--- config.mk ---
export PLATFORM = sky130hd
export DESIGN_NAME = contador_bcd_modulo
export DESIGN_NICKNAME = d
export VERILOG_FILES = /design/src/rtl/contador_bcd_modulo.sv
export SDC_FILE = /design/constraint.sdc
export NUM_CORES = 1
export LEC_CHECK = 0
export ABC_AREA = 1
export CAP_MARGIN = 20
export CORE_ASPECT_RATIO = 0.75
export CORE_UTILIZATION = 45
export CTS_CLUSTER_DIAMETER = 40
export DETAILED_ROUTE_END_ITERATION = 8
export HOLD_SLACK_MARGIN = 0.08
export PLACE_DENSITY = 0.77
export SLEW_MARGIN = 15
export SYNTH_ARGS = -nofsm -noshare
export SYNTH_HDL_FRONTEND = slang
export SYNTH_SLANG_ARGS = --single-unit
--- constraint.sdc ---
create_clock -name clock -period 3.2 [get_ports clock]
set_input_delay 0.96 -clock clock [delete_from_list [all_inputs] [get_ports clock]]
set_output_delay 0.96 -clock clock [all_outputs]
set_load 0.01 [all_outputs]
--- src/rtl/contador_bcd_modulo.sv ---
// Two-digit BCD modulo counter with up/down stepping, parallel load, registered
// wrap pulse and combinational terminal-count flag for synchronous cascading.
module contador_bcd_modulo #(
  parameter int unsigned MODULO = 60,
  parameter int unsigned DEC_W  = 3,
  parameter int unsigned INICIO = 0
) (
  input  logic             clock,
  input  logic             reset,
  input  logic             habilitar,
  input  logic             ajuste,
  input  logic             bajar,
  input  logic             cargar,
  input  logic [DEC_W-1:0] val_dec,
  input  logic [3:0]       val_uni,
  output logic [DEC_W-1:0] decenas,
  output logic [3:0]       unidades,
  output logic             acarreo,
  output logic             terminal,
  output logic             invalido
);

  localparam logic [DEC_W-1:0] MAX_DEC = DEC_W'((MODULO - 1) / 10);
  localparam logic [3:0]       MAX_UNI = 4'((MODULO - 1) % 10);
  localparam logic [DEC_W-1:0] INI_DEC = DEC_W'(INICIO / 10);
  localparam logic [3:0]       INI_UNI = 4'(INICIO % 10);

  logic [DEC_W-1:0] dec_q, dec_d;
  logic [3:0]       uni_q, uni_d;
  logic             aca_q, aca_d;
  logic             inv_q, inv_d;
  logic             en_max, en_cero, carga_ok;
  logic [31:0]      carga_val;

  always_comb begin
    en_max    = (dec_q == MAX_DEC) && (uni_q == MAX_UNI);
    en_cero   = (dec_q == '0) && (uni_q == '0);
    carga_val = 32'(val_dec) * 32'd10 + 32'(val_uni);
    carga_ok  = (val_uni <= 4'd9) && (carga_val < MODULO);

    dec_d = dec_q;
    uni_d = uni_q;
    aca_d = 1'b0;
    inv_d = 1'b0;

    if (cargar) begin
      if (carga_ok) begin
        dec_d = val_dec;
        uni_d = val_uni;
      end else begin
        inv_d = 1'b1;
      end
    end else if (habilitar || ajuste) begin
      // Both strobes together still take one step; only habilitar may carry out.
      aca_d = habilitar && (bajar ? en_cero : en_max);
      if (!bajar) begin
        if (en_max) begin
          dec_d = '0;
          uni_d = '0;
        end else if (uni_q == 4'd9) begin
          dec_d = dec_q + DEC_W'(1);
          uni_d = '0;
        end else begin
          uni_d = uni_q + 4'd1;
        end
      end else begin
        if (en_cero) begin
          dec_d = MAX_DEC;
          uni_d = MAX_UNI;
        end else if (uni_q == '0) begin
          dec_d = dec_q - DEC_W'(1);
          uni_d = 4'd9;
        end else begin
          uni_d = uni_q - 4'd1;
        end
      end
    end
  end

  always_ff @(posedge clock) begin
    if (reset) begin
      dec_q <= INI_DEC;
      uni_q <= INI_UNI;
      aca_q <= 1'b0;
      inv_q <= 1'b0;
    end else begin
      dec_q <= dec_d;
      uni_q <= uni_d;
      aca_q <= aca_d;
      inv_q <= inv_d;
    end
  end

  assign decenas  = dec_q;
  assign unidades = uni_q;
  assign acarreo  = aca_q;
  assign invalido = inv_q;
  assign terminal = bajar ? en_cero : en_max;

endmodule

**Word level (Yosys, flattened, before mapping)**

Index checks and enable logic that the tools add are counted.

- Register bits after elaboration: 9
- Input bits: 13

- Add/sub/neg operators: 5
- Multiply operators: 1
- $lt $le $gt $ge: 2
- Equal/unequal tests: 4
- Mux-type cells: 18
- Bitwise gates (word level): 2
- Reduce and logical (&&, ||, !) cells: 13

Operators with widths:

| cell | number |
|---|---|
| $mux 4 | 8 |
| $mux 3 | 8 |
| $add 7x4->8 | 1 |
| $lt 8x6->1 const B | 1 |
| $mul 3x3->6 const B | 1 |
| $add 4x1->4 const B | 1 |
| $eq 4x4->1 const B | 1 |
| $le 4x4->1 const B | 1 |
| $logic_and 1x1->1 | 4 |
| $logic_not 4->1 | 1 |
| $ne 4x1->1 const B | 1 |
| $reduce_and 4->1 | 1 |
| $reduce_bool 4->1 | 1 |
| $sub 4x1->4 const B | 1 |
| $add 3x1->3 const B | 1 |
| $eq 3x3->1 const B | 1 |
| $logic_not 3->1 | 1 |
| $reduce_or 3->1 | 1 |
| $sub 3x1->3 const B | 1 |
| $mux 1 | 2 |
| $ne 2x1->1 const B | 1 |
| $not 1->1 | 2 |
| $reduce_and 2->1 | 1 |
| $reduce_bool 2->1 | 1 |
| other kinds (2) | 2 |

**Logic depth before layout (Yosys ltp)**

- Word-level depth: 6
- Gate-level depth with buffers: 16
- Depth with buffers taken out: 16

**Worst setup path before layout**

Ideal clock, no wire load.

- Path kind: input to register
- From: in val_dec[0]
- To: reg uni_q[3], in the netlist unidades[3]
- Data arrival time: 2.413 ns
- Data required time: 3.084 ns
- Slack: 0.671 ns
- Stages on the path: 14
- Buffers on the path: 1
- Cell sequence: ha_1 ha_1 nand2_1 o21ai_2 nand2_1 nand2_1 nand2_1 nand2_1 nand2_1 nand3_1 nand2_2 buf_6 o21ai_0 nor2_1

- Word-level cells in the longest chain between the ends: 6

RTL lines:

| element | RTL line | source |
|---|---|---|
| start: declaration | 14 | `input logic [DEC_W-1:0] val_dec,` |
| $mul 3x3->6 | 38 | `carga_val = 32'(val_dec) * 32'd10 + 32'(val_uni);` |
| $add 7x4->8 | 38 |  |
| $lt 8x6->1 | 39 | `carga_ok = (val_uni <= 4'd9) && (carga_val < MODULO);` |
| $logic_and 1x1->1 | 39 |  |
| $ne 2x1->1 (no source line) | -- |  |
| $reduce_and 2->1 (no source line) | -- |  |
| end signal: assignment | 88 | `uni_q <= uni_d;` |
| end: declaration | 29 | `logic [3:0] uni_q, uni_d;` |

No other way between the ends.
A chain may end at the register's enable or synchronous reset.

**Worst setup path in the final report**

- From: in bajar
- To: out terminal

- Word-level cells in the longest chain between the ends: 1

RTL lines:

| element | RTL line | source |
|---|---|---|
| start: declaration | 12 | `input logic bajar,` |
| $mux 1 | 98 | `assign terminal = bajar ? en_cero : en_max;` |
| end: declaration | 19 | `output logic terminal,` |

No other way between the ends.

==> out/metrics.csv <==
metric,value,unit
Post-DP Area,1192,um^2
Bufs on Longest Clock Path,2,
Reg2Reg Setup Slack,1.54,ns
Clk network pwr share,21.2,%
CTS Hold Bufs,0,
GRT Util Overall,26.66,%
hold crit path type,reg2reg,
max layer used,met4,
Critical Path RT,2.24,ns
maxcap violations,0,
Mapped Cells,148,
clock skew,0.005391,ns
Sink Count,9,
antenna cell count,0,
initial antenna violation count,0,
IO Pins,23,
PwrDens,354.0,nW/um^2
clk_lat worst skew,0.27,ns
worst hold slack,0.5529,ns
"Endpoint, Worst Hold",decenas[1]$_SDFFE_PP0P_,
"Arr. time, crit path",2.06,ns
Pleak,0.5965,nW
H-tree Lvls,1,
Switch Pwr,0.1714,mW
peak supply drop,0.2338,mV
synth warn,0,
Num CTS Buffers,3,
first-pass GRT wire length,4.029,mm
reg2reg end,decenas[1]$_SDFFE_PP0P_,
CTS root buf,clkbuf_4,
ranking of synthesized cells by area,"dfxtp_1 (20%), nand2_1 (17%), ha_1 (12%)",
hold wc startpoint,decenas[1]$_SDFFE_PP0P_,
initial core utilization,50.24,%
Std-Cell Rows,13,
DR pass1 iterations,4,
library cells used by synthesis,26,
Gate power share,46.0,%
maximum clock frequency,0.3312,GHz
WL/cell,12.71,um
nets,203,
DRC,0,
gr ovfl total,0,
fin crit period,3.019,ns
critical path startpoint category,input port,
syn nets,171,
Worst setup EP type,output port,
full die area,2201,um^2
Final Hold Violating Endpoints,0,
Worst Path Max Fanout,4,
post-synthesis sequential area ratio,19.86,%
Syn Std Cell Area,907.1,um^2
"Area growth, synth to finish",35.17,%
"area leader, netlist",dfxtp_1,
final setup violation count,0,
number of global-route vias before repair,904,
die height,40.88,um
core area,1805,um^2
drt initial violations,44,
Worst Max-Slew Pin Slew,0.3430,ns
CTS tree,built,
Crit Path Category,in2out,
total vias in the final route,1060,
Final Cell Area,1226,um^2
largest net degree at the start of global routing,13,
routed vias/inst,5.274,
Post-Route WL,2.554,mm
largest family of logic cells by synthesized area,simple AND/OR/NAND/NOR gates,
Post-Synth Simple-Gate Area,35.45,%
Sw Ratio,39.50,%
r2r startpoint,unidades[3]$_SDFFE_PP0P_,
Hold Crit Depth,2,
hpwl dp,2.077,mm
Pint,0.2626,mW
status,finished clean,
Worst Reg2Reg Path Length in Cells,11,
Post-Synth Adder-Cell Area,14.62,%
routed wl met3,130,um
share of cells above drive strength 1,11.73,%
Synth Area in Compound Gates,17.10,%
Slew Limit Fails,0,
die width,53.85,um
Syn Area/Cell,6.129,um^2
worst rel slew slack,76.89,%
met2 routed WL,1.130,mm
mux share of post-synthesis cell area,1.103,%
sequential share of power,32.8,%
RSZ-0062 raised after global routing,no,
Final period util,94.34,%
Synth top area share,19.86,%
xor and xnor area share after synthesis,1.931,%
Synth Register Bits,9,
Metal-1 WL,1.271,mm
Clock transition at path regs,0.06,ns
Buffers on Ports,22,
Detail Route Antenna Nets,0,
GPL Wtd Cong,0.8123,
[layout by cell type, fill, tap and decap left out]
master,Yosys,layout
nand2_2,2,1
o21ai_0,9,9
a31oi_1,1,1
nand2_1,41,41
o21ai_1,4,3
clkdlybuf4s50_1,0,21
clkbuf_4,0,3
clkbuf_1,1,1
a21oi_2,2,2
o21ai_2,1,2
a21oi_1,7,7
inv_2,1,1
inv_1,17,17
nor2_2,2,2
nand4_1,1,1
a211oi_1,1,1
nor2_1,20,20
dlygate4sd2_1,0,1
o211ai_1,2,2
ha_1,9,9
nand3_1,11,11
or2_2,1,1
buf_4,1,8
dfxtp_1,9,9
mux2i_1,1,1
fa_1,1,1
xor2_1,1,1
nand2_4,0,1
xnor2_1,1,1
[layout make-up]
type,instances,area [um^2]
Clock buffer,4,26.28
Fill cell,174,579.3
Inverter,18,67.56
Multi-Input combinational cell,118,645.6
Sequential cell,9,180.2
Tap cell,22,27.53
Timing Repair Buffer,30,279.0
[logic make-up after synthesis]
family | Yosys count
compound gates | 27
xor+xnor | 2
fa+ha+maj | 10
buf+inv | 21
flops | 9
mux | 1
simple gates | 78
[flip-flops by register name, indices dropped and copies added (netlist names)]
signal,cells
invalido,1
unidades,4
decenas,3
acarreo,1
[per-stage QoR]
| stage | instances | setup TNS, ns | setup slack [ns] | total power, mW | util [%] |
|---|---|---|---|---|---|
| after floorplan | 148 | 0 | 0.6710 | 0.2594 | - |
| after global placement | 197 | -0.007315 | -0.007315 | 0.3301 | 66.04 |
| after detailed placement | 197 | -0.3632 | -0.08322 | 0.3387 | 66.04 |
| after CTS | 201 | 0 | 0.1882 | 0.4279 | 67.43 |
| after global routing | 201 | 0 | 0.04644 | 0.4661 | 67.91 |
| final | 201 | 0 | 0.1811 | 0.4341 | 67.91 |
[power groups by stage]
stage / Sequential [mW] / Clock (mW) / Combinational (mW)
global placement: 0.142 / 0 / 0.188
detailed placement: 0.143 / 0 / 0.195
finish: 0.142 / 0.0922 / 0.200
global route: 0.144 / 0.0976 / 0.224
CTS: 0.141 / 0.0911 / 0.196
floorplan: 0.145 / 0 / 0.115
[synthesized netlist by cell type, drive strengths merged]
cell type / instances
o211ai: 2
mux2i: 1
nand3: 11
ha: 9
a21oi: 9
a31oi: 1
nor2: 22
o21ai: 14
or2: 1
dfxtp: 9
buf: 2
xnor2: 1
clkbuf: 1
nand4: 1
inv: 18
xor2: 1
nand2: 43
fa: 1
a211oi: 1
[routing by layer]
| metal | track usage [%] | up-vias |
|---|---|---|
| li1 | - | 540 |
| met1 | 38.38 | 484 |
| met2 | 42.90 | 34 |
| met3 | 2.963 | 2 |
| met4 | 5.263 | 0 |
| met5 | 0 | - |
[worst max path at each step]
stage                          start                  endpoint  cells past startpoint
after global routing      val_dec[0]   decenas[0]$_SDFFE_PP0P_                     16
final                          bajar                  terminal                      5
after CTS                      bajar                  terminal                      5
after detailed placement  val_dec[0]  unidades[2]$_SDFFE_PP0P_                     14
after floorplan           val_dec[0]  unidades[3]$_SDFFE_PP0P_                     14
after global placement         bajar                  terminal                      4
[timing repair]
item,4_1_cts,5_1_grt
buffers inserted,0,0
gates cloned,0,0
resized for setup,1,2
setup endpoints to repair,1,1
[critical path, cell delays in order]
cell and delay, ns:
dlygate4sd2_1 0.28, inv_1 0.09, nand3_1 0.11, nand2_1 0.07
clkdlybuf4s50_1 0.54
(Power assumes the default switching activity.)
